==> config.mk <==
export PLATFORM = sky130hd
export DESIGN_NAME = instruction_fetch_stage
export DESIGN_NICKNAME = d
export VERILOG_FILES = /design/src/rtl/riscv_defines.sv /design/src/rtl/instruction_fetch_stage_fetch_buffer.sv /design/src/rtl/instruction_fetch_stage.sv
export SDC_FILE = /design/constraint.sdc
export NUM_CORES = 1
export LEC_CHECK = 0
export BUFFER_PORTS_ARGS = -buffer_cell sky130_fd_sc_hd__buf_4
export CORE_MARGIN = 5
export CORE_UTILIZATION = 45
export CTS_CLUSTER_SIZE = 16
export DETAILED_ROUTE_END_ITERATION = 8
export PLACE_DENSITY_LB_ADDON = 0.3
export SYNTH_ARGS = -nofsm -noshare
export SYNTH_HDL_FRONTEND = slang
export SYNTH_SLANG_ARGS = --single-unit
==> constraint.sdc <==
create_clock -name clk -period 17.75 [get_ports clk]
set_input_delay 0 -clock clk [delete_from_list [all_inputs] [get_ports clk]]
set_output_delay 0 -clock clk [all_outputs]
set_load 0.01 [all_outputs]
==> src/rtl/riscv_defines.sv <==
// Shared RV32 fetch-side definitions: word widths, reset constants and the
// fetch-buffer entry layout.
package riscv_defines;
    localparam int XLEN = 32;
    localparam int ILEN = 32;

    localparam logic [XLEN-1:0] DEF_RESET_PC  = 32'h0000_0000;
    localparam logic [ILEN-1:0] DEF_NOP_INSTR = 32'h0000_0013;

    typedef struct packed {
        logic [ILEN-1:0] instr;
        logic [XLEN-1:0] pc_plus_4;
    } fetch_entry_t;

    localparam int ENTRY_W = $bits(fetch_entry_t);
endpackage

==> src/rtl/instruction_fetch_stage_fetch_buffer.sv <==
// Small synchronous FIFO holding returned fetch words until IF/ID takes them.
// Clear has priority over push and pop.
module fetch_buffer
    import riscv_defines::*;
#(
    parameter int DEPTH = 2,
    localparam int CW = $clog2(DEPTH + 1),
    localparam int PW = (DEPTH > 1) ? $clog2(DEPTH) : 1
) (
    input  logic               clk,
    input  logic               reset,
    input  logic               push,
    input  logic               pop,
    input  logic               clear,
    input  logic [ENTRY_W-1:0] wdata,
    output logic [ENTRY_W-1:0] rdata,
    output logic               full,
    output logic               empty,
    output logic [CW-1:0]      count
);
    logic [ENTRY_W-1:0] mem [DEPTH];
    logic [PW-1:0]      rd_ptr;
    logic [PW-1:0]      wr_ptr;

    function automatic logic [PW-1:0] ptr_next(input logic [PW-1:0] p);
        return (p == PW'(DEPTH - 1)) ? '0 : p + 1'b1;
    endfunction

    always_ff @(posedge clk or negedge reset) begin
        if (!reset) begin
            rd_ptr <= '0;
            wr_ptr <= '0;
            count  <= '0;
        end else if (clear) begin
            rd_ptr <= '0;
            wr_ptr <= '0;
            count  <= '0;
        end else begin
            if (push) wr_ptr <= ptr_next(wr_ptr);
            if (pop)  rd_ptr <= ptr_next(rd_ptr);
            count <= count + CW'(push) - CW'(pop);
        end
    end

    // Storage is data only; validity lives in count, so no reset needed here.
    always_ff @(posedge clk) begin
        if (push && !clear) mem[wr_ptr] <= wdata;
    end

    assign rdata = mem[rd_ptr];
    assign empty = (count == '0);
    assign full  = (count == CW'(DEPTH));

    a_no_overflow: assert property (@(posedge clk) disable iff (!reset)
        (push && !clear) |-> (!full || pop));
endmodule

==> src/rtl/instruction_fetch_stage.sv <==
// IF stage: owns the fetch PC, issues credit-limited in-order fetches, drops
// stale responses after a redirect and presents the buffer head to IF/ID.
module instruction_fetch_stage
    import riscv_defines::*;
#(
    parameter logic [31:0] RESET_PC  = DEF_RESET_PC,
    parameter int          BUF_DEPTH = 2,
    parameter logic [31:0] NOP_INSTR = DEF_NOP_INSTR
) (
    input  logic        clk,
    input  logic        reset,
    output logic        imem_req,
    output logic [31:0] imem_addr,
    input  logic        imem_gnt,
    input  logic        imem_rvalid,
    input  logic [31:0] imem_rdata,
    input  logic        redirect,
    input  logic [31:0] redirect_pc,
    input  logic        stall,
    output logic [31:0] if_instruction,
    output logic [31:0] if_pc_plus_4,
    output logic        if_valid
);
    localparam int CW = $clog2(BUF_DEPTH + 1);

    logic [31:0]        fetch_pc;
    logic [31:0]        resp_pc;
    logic [31:0]        target_pc;
    logic [CW-1:0]      inflight;
    logic [CW-1:0]      drop;
    logic [CW-1:0]      occupancy;
    logic [CW:0]        credits_used;
    logic               issue;
    logic               pop;
    logic               accept;
    logic               buf_empty;
    logic               buf_full;
    fetch_entry_t       push_entry;
    fetch_entry_t       head;
    logic [ENTRY_W-1:0] head_bits;
    logic               unused_bits;

    assign target_pc   = {redirect_pc[31:2], 2'b00};
    assign unused_bits = ^{redirect_pc[1:0], buf_full};

    // A head leaving this cycle frees its slot now, which keeps 1 instr/cycle
    // streaming with a 2-entry buffer.
    assign pop          = !buf_empty && !stall;
    assign credits_used = {1'b0, inflight} + {1'b0, occupancy} - {{CW{1'b0}}, pop};
    assign imem_req     = reset && !redirect && (credits_used < (CW+1)'(BUF_DEPTH));
    assign imem_addr    = fetch_pc;
    assign issue        = imem_req && imem_gnt;

    assign accept               = imem_rvalid && (drop == '0) && !redirect;
    assign push_entry.instr     = imem_rdata;
    assign push_entry.pc_plus_4 = resp_pc + 32'd4;

    always_ff @(posedge clk or negedge reset) begin
        if (!reset) begin
            fetch_pc <= RESET_PC;
            resp_pc  <= RESET_PC;
            inflight <= '0;
            drop     <= '0;
        end else if (redirect) begin
            // Everything still outstanding after this cycle belongs to the old path.
            fetch_pc <= target_pc;
            resp_pc  <= target_pc;
            inflight <= inflight - CW'(imem_rvalid);
            drop     <= inflight - CW'(imem_rvalid);
        end else begin
            if (issue)  fetch_pc <= fetch_pc + 32'd4;
            if (accept) resp_pc  <= resp_pc + 32'd4;
            inflight <= inflight + CW'(issue) - CW'(imem_rvalid);
            if (imem_rvalid && (drop != '0)) drop <= drop - 1'b1;
        end
    end

    fetch_buffer #(.DEPTH(BUF_DEPTH)) u_fetch_buffer (
        .clk   (clk),
        .reset (reset),
        .push  (accept),
        .pop   (pop),
        .clear (redirect),
        .wdata (push_entry),
        .rdata (head_bits),
        .full  (buf_full),
        .empty (buf_empty),
        .count (occupancy)
    );

    assign head           = fetch_entry_t'(head_bits);
    assign if_valid       = !buf_empty;
    assign if_instruction = buf_empty ? NOP_INSTR : head.instr;
    assign if_pc_plus_4   = buf_empty ? 32'h0 : head.pc_plus_4;

    a_rvalid_expected: assert property (@(posedge clk) disable iff (!reset)
        imem_rvalid |-> (inflight != '0));
endmodule

# After elaboration in Yosys (flattened, before gate mapping)
# Memory sizes are Yosys's and may differ from the RTL's.
# Index checks and enable logic that the tools add are counted.
# word_totals
reg_bits	72
ram_bits	128
in_bits	70
wordCells	57
mem_count	1
# classes
addsub	12
magnitude_cmp	1
n_mux	18
n_reduce_logical	18
# memory_table
memory	depth	width	rd	rd_clocked_by_memory_dff	write_ports	line_no	text
u_fetch_buffer.mem	2	64	1	0	1	instruction_fetch_stage_fetch_buffer.sv:21	logic [ENTRY_W-1:0] mem [DEPTH];
# op_table
op	count
two-way mux 32 bit	6
adder 32 x 3 -> 32 bit, second input constant	2
nonzero test 2 bit	5
logical AND 1 bit	8
two-way mux 1 bit	8
two-way mux 2 bit	4
subtractor 2 x 1 -> 2 bit	3
adder 2 x 1 -> 2 bit	2
zero test 2 bit	2
adder 2 x 2 -> 3 bit	1
zero test 1 bit	3
< comparator 3 x 2 -> 1 bit, second input constant	1
subtractor 3 x 1 -> 3 bit	1
adder 1 bit, second input constant	2
subtractor 2 x 1 -> 2 bit, second input constant	1

# Depth between registers and ports, before layout
# logic_depth
depth_word	10
ltp_mapped	16
ltp_nobuf	15

# Modules after synthesis
# A second synthesis with hierarchy kept.
# unflattened
cells_unflattened	781
area_unflattened_um2	9710.6
# by_module_without_submodules
mod	instances	cells_per_inst	area_per_inst_um2	seq_area_each_um2
fetch_buffer	1	218	5041.1	3943.8
instruction_fetch_stage	1	563	4669.5	1601.5

# Worst setup path before layout
# OpenSTA, ideal clock, no wires.
# synth_timing
path_kind	register to register
start	register drop[0]
end	memory u_fetch_buffer.mem[0][10] in the netlist's numbering, enable pin
setup_time_ns	0.559
arrival_time_ns	5.045
t_required_ns	17.191
slack_ns	12.146
path_stages_with_launch	5
n_path_buf	0
period_less_slack_ns	5.604
path_cell_list	dfrtp_1 inv_1 ha_1 nand2_1 nor3_1
# synth_via
elab_chain_cells	6
# synth_lines
item	line_no	text
start, declared	instruction_fetch_stage.sv:30	logic [CW-1:0] drop;
start signal, assigned	instruction_fetch_stage.sv:69	drop <= inflight - CW'(imem_rvalid);
start signal, assigned	instruction_fetch_stage.sv:74	if (imem_rvalid && (drop != '0)) drop <= drop - 1'b1;
zero test 2 bit	instruction_fetch_stage.sv:54	assign accept = imem_rvalid && (drop == '0) && !redirect;
logical AND 1 bit (2 in series)	instruction_fetch_stage.sv:54	
logical AND 1 bit	instruction_fetch_stage_fetch_buffer.sv:47	if (push && !clear) mem[wr_ptr] <= wdata;
two-way mux 1 bit	instruction_fetch_stage_fetch_buffer.sv:47	
two-way mux 1 bit (implied by the code)	instruction_fetch_stage_fetch_buffer.sv:47	
end, declared	instruction_fetch_stage_fetch_buffer.sv:21	
# Every way passes these cells.

# Worst setup path after layout
# layout_timing
start	register u_fetch_buffer.count[1]
end	register fetch_pc[30], in the netlist imem_addr[30]
# layout_via
elab_chain_cells	8
elab_cells_between_ends	9
# layout_lines
item	line_no	text
start, declared	instruction_fetch_stage_fetch_buffer.sv:19	output logic [CW-1:0] count
start signal, assigned	instruction_fetch_stage_fetch_buffer.sv:41	count <= count + CW'(push) - CW'(pop);
branches (longest 3 deep; another with adder 2 x 2 -> 3 bit)	n/a	
subtractor 3 x 1 -> 3 bit (*)	instruction_fetch_stage.sv:49	assign credits_used = {1'b0, inflight} + {1'b0, occupancy} - {{CW{1'b0}}, pop};
< comparator 3 x 2 -> 1 bit (*)	instruction_fetch_stage.sv:50	assign imem_req = reset && !redirect && (credits_used < (CW+1)'(BUF_DEPTH));
logical AND 1 bit (*)	instruction_fetch_stage.sv:50	
logical AND 1 bit (*)	instruction_fetch_stage.sv:52	assign issue = imem_req && imem_gnt;
nonzero test 2 bit (no line) (*)	n/a	
end signal, assigned	instruction_fetch_stage.sv:66	fetch_pc <= target_pc;
end signal, assigned	instruction_fetch_stage.sv:71	if (issue) fetch_pc <= fetch_pc + 32'd4;
end, declared	instruction_fetch_stage.sv:26	logic [31:0] fetch_pc;
# Every way passes the cells marked *.
# A chain may end at the register's enable or synchronous reset.

==> summary.log <==
qor: grt.grt_first_pass_wirelength 31900 µm
qor: sta.report.final.setup_viol 0
qor: floorplanning.placement_rows 51
qor: min_path.min_delay_path_depth 4
qor: floorplanning.floorplan.initialDensity 45.9%
qor: setup_path.cp-start-kind register
qor: grt.grt_util_all_layers 17.8%
qor: cts.inserted_clock_buffers 17
qor: cts.htree_levels 4
qor: job.cap_violations 0
qor: floorplanning.floorplan.core_area 19600 µm²
qor: cts.clock_tree.buffer_depth 2
qor: sta.rsz0062_at_grt no
qor: setup_path.timing.rr.start u_fetch_buffer.count[1]
qor: route.drt-initial-drc-count 371
qor: pwr.total_power 1.40 mW
qor: route.drt.antenna.violating_nets 0
qor: yosys.synthCells 774
qor: yosys.synth_ff_type sky130_fd_sc_hd__edfxtp_1
qor: min_path.holdPathEnd inflight[0]
qor: setup_path.worst_setup_ep_type register
qor: pwr.power.leakage 4.37 nW
qor: route.routed_length_per_instance 16.4 µm
qor: route.drt_first_pass_iters 5
qor: grt.grt_start_max_net_pins 70
qor: final_layout.antenna_cells_inserted 0
qor: sta.transition_at_the_pin_with_the_smallest_max_transition_slack 897 ps
qor: sta.maxSlewViolCount 0
qor: floorplanning.design.portCount 168
qor: pwr.power.density 120 nW/µm²
qor: cts.cts_root_buffer sky130_fd_sc_hd__clkbuf_16
qor: yosys.synth_cell_types 49
qor: placement.post_dp_cell_area 10400 µm²
qor: setup_path.timing.critical_path.fanout_max 61
qor: min_path.timing.hold.worst.start imem_rvalid
qor: grt.antenna_found_initial 0
qor: cts.clkSlewWorstSetupHoldPaths 70 ps
qor: sta.finalCriticalPeriod 4410 ps
qor: route.avgViaCountPerCell 5.17
qor: setup_path.critPathArrivalTime 4690 ps
qor: sta.maxSlewHeadroom 39.7%
qor: yosys.synth_warnings 0
qor: yosys.ys_async_sr_fraction 35.4%
qor: floorplanning.floorplan.die.width 151 µm
qor: cts.cts_tree yes
qor: setup_path.register_to_register_setup_slack 13340 ps
qor: final_layout.drive_gt1_share 21.7%
qor: setup_path.critical_path_class register to register
qor: cts.cts.sinks 192
qor: final_layout.mostFrequentLayoutCells sky130_fd_sc_hd__buf_4, sky130_fd_sc_hd__edfxtp_1, sky130_fd_sc_hd__nor2_1
qor: grt.global_route.overflow_total 0
qor: sta.max_freq 0.227 GHz
qor: final_layout.fin_nets 1066
qor: yosys.postSynthAreaPerCell 11.6 µm²
qor: yosys.synth.yosys.seq_area_share 60.3%
qor: pwr.vdd_ir_drop_max 0.0716 mV
qor: cts.clock_insertion_delay_at_the_later_pin_of_the_skew_report 430 ps
qor: grt.vias_in_the_first_global_route 6270
qor: floorplanning.dieArea 22900 µm²
qor: sta.final.setup_skew 8.48 ps
qor: sta.hold_ws 38.2 ps
qor: final_layout.filler_cell_count 1588
qor: final_layout.synth_to_final_area_change 29.8%
qor: sta.final.period_utilization 24.8%
qor: setup_path.register_to_register_path_depth 14
qor: final_layout.final_area 11700 µm²
qor: placement.place_congestion 0.843
qor: placement.port-buffer-count 161
qor: route.finalWirelength 20700 µm
qor: min_path.hold_path.class primary input to register
qor: yosys.synth-edff-count 124
qor: floorplanning.fp.dieH 151 µm
qor: placement.dp.final_hpwl 13700 µm
qor: status.status completed
qor: sta.fin_setup_tns 0 ps
qor: setup_path.r2r_end imem_addr[30]
qor: sta.finalHoldViolations 0
qor: setup_path.worstPathRequired 18030 ps
qor: route.drc_errors 0
qor: yosys.netlist_area 9000 µm²
qor: final_layout.layout.cells.most_common sky130_fd_sc_hd__buf_4
qor: yosys.synth.ff_latch_count 192
qor: route.vias 6533
-- metrics by stage --
step | std cells | setup slack, ps | utilization (%)
after global placement | 1167 | 13400 | 53.3
after floorplan | 777 | 12150 | -
final | 1264 | 13340 | 59.6
after CTS | 1264 | 13290 | 59.6
after detailed placement | 1167 | 13310 | 53.3
after global routing | 1264 | 12980 | 59.6
-- final cells by class --
class	count	area, µm²	area share, %
clock buffers	17	425	3.64
clock inverters	15	166	1.43
inverters	18	67.6	0.579
multi-input cells	525	3350	28.7
flip-flops and latches	192	5430	46.5
well taps	265	332	2.84
repair buffers	232	1900	16.3
-- worst max-delay path by stage --
stage	start	to	slack, ps	depth (start not counted)
global route	u_fetch_buffer.count[1]	imem_addr[30]	12980	14
floorplan	drop[0]	u_fetch_buffer.mem[0][10]	12150	4
global placement	u_fetch_buffer.count[1]	imem_addr[30]	13400	14
detailed placement	u_fetch_buffer.count[1]	imem_addr[30]	13310	14
CTS	u_fetch_buffer.count[1]	imem_addr[30]	13290	14
finish	u_fetch_buffer.count[1]	imem_addr[30]	13340	14
-- timing repair --
action	CTS	global route
gates resized for setup	0	0
hold endpoints to repair	193	0
buffers inserted	0	0
hold buffers	65	0
-- flip-flops by register name, indices dropped and copies added, names as in the netlist --
signal                 cells
u_fetch_buffer.count       2
drop                       2
imem_addr                 30
resp_pc                   30
u_fetch_buffer.rd_ptr      1
u_fetch_buffer.mem       124
inflight                   2
u_fetch_buffer.wr_ptr      1
-- power by group --
group | internal, mW | switching, mW | leakage (nW)
combinational | 0.205 | 0.233 | 2.15
clock | 0.220 | 0.161 | 0.277
sequential | 0.528 | 0.0511 | 1.94
-- layer usage --
layer | up-vias | part of all wire (%) | track usage, %
li1 | 3210 | - | -
met1 | 3055 | 46 | 24.9
met2 | 249 | 45 | 27.6
met3 | 19 | 7.4 | 3.95
met4 | 0 | 1.5 | 5.71
met5 | - | 0 | 0
-- Yosys cell counts, drive strengths merged (18+ instances only) --
| library cell | count | area [µm²] |
|---|---|---|
| edfxtp | 124 | 3720 |
| nor2 | 93 | 352 |
| nand2 | 77 | 289 |
| dfrtp | 68 | 1700 |
| mux2i | 62 | 621 |
| xnor2 | 44 | 385 |
| o21ai | 40 | 200 |
| nand3 | 33 | 178 |
| clkbuf | 32 | 123 |
| nand4 | 27 | 175 |
| xor2 | 26 | 228 |
| inv | 18 | 67.6 |
-- cell families after synthesis --
kind of cell,Yosys count,synth area share [%]
and+or+nand+nor,288,15.4
other,1,0.0417
AOI/OAI and AO/OA,90,6.27
muxes,63,7.02
DFF,192,60.3
adders and majority gates,10,1.47
buffers and inverters,60,2.71
xor gates and xnor gates,70,6.81
-- worst max-delay path, cell delays in order, from the launching register on --
cell and delay (ps):
sky130_fd_sc_hd__dfrtp_1 430, sky130_fd_sc_hd__nor2_4 100, sky130_fd_sc_hd__buf_4 520, sky130_fd_sc_hd__nor2_1 180
sky130_fd_sc_hd__ha_1 310, sky130_fd_sc_hd__inv_1 80, sky130_fd_sc_hd__nand2_1 70, sky130_fd_sc_hd__fa_1 510
sky130_fd_sc_hd__nand4b_1 120, sky130_fd_sc_hd__nor2_2 610, sky130_fd_sc_hd__inv_1 140, sky130_fd_sc_hd__buf_4 250
sky130_fd_sc_hd__or4_1 610, sky130_fd_sc_hd__o211ai_1 180, sky130_fd_sc_hd__o311ai_0 150
Note: power is estimated with default switching activity, not from simulation.
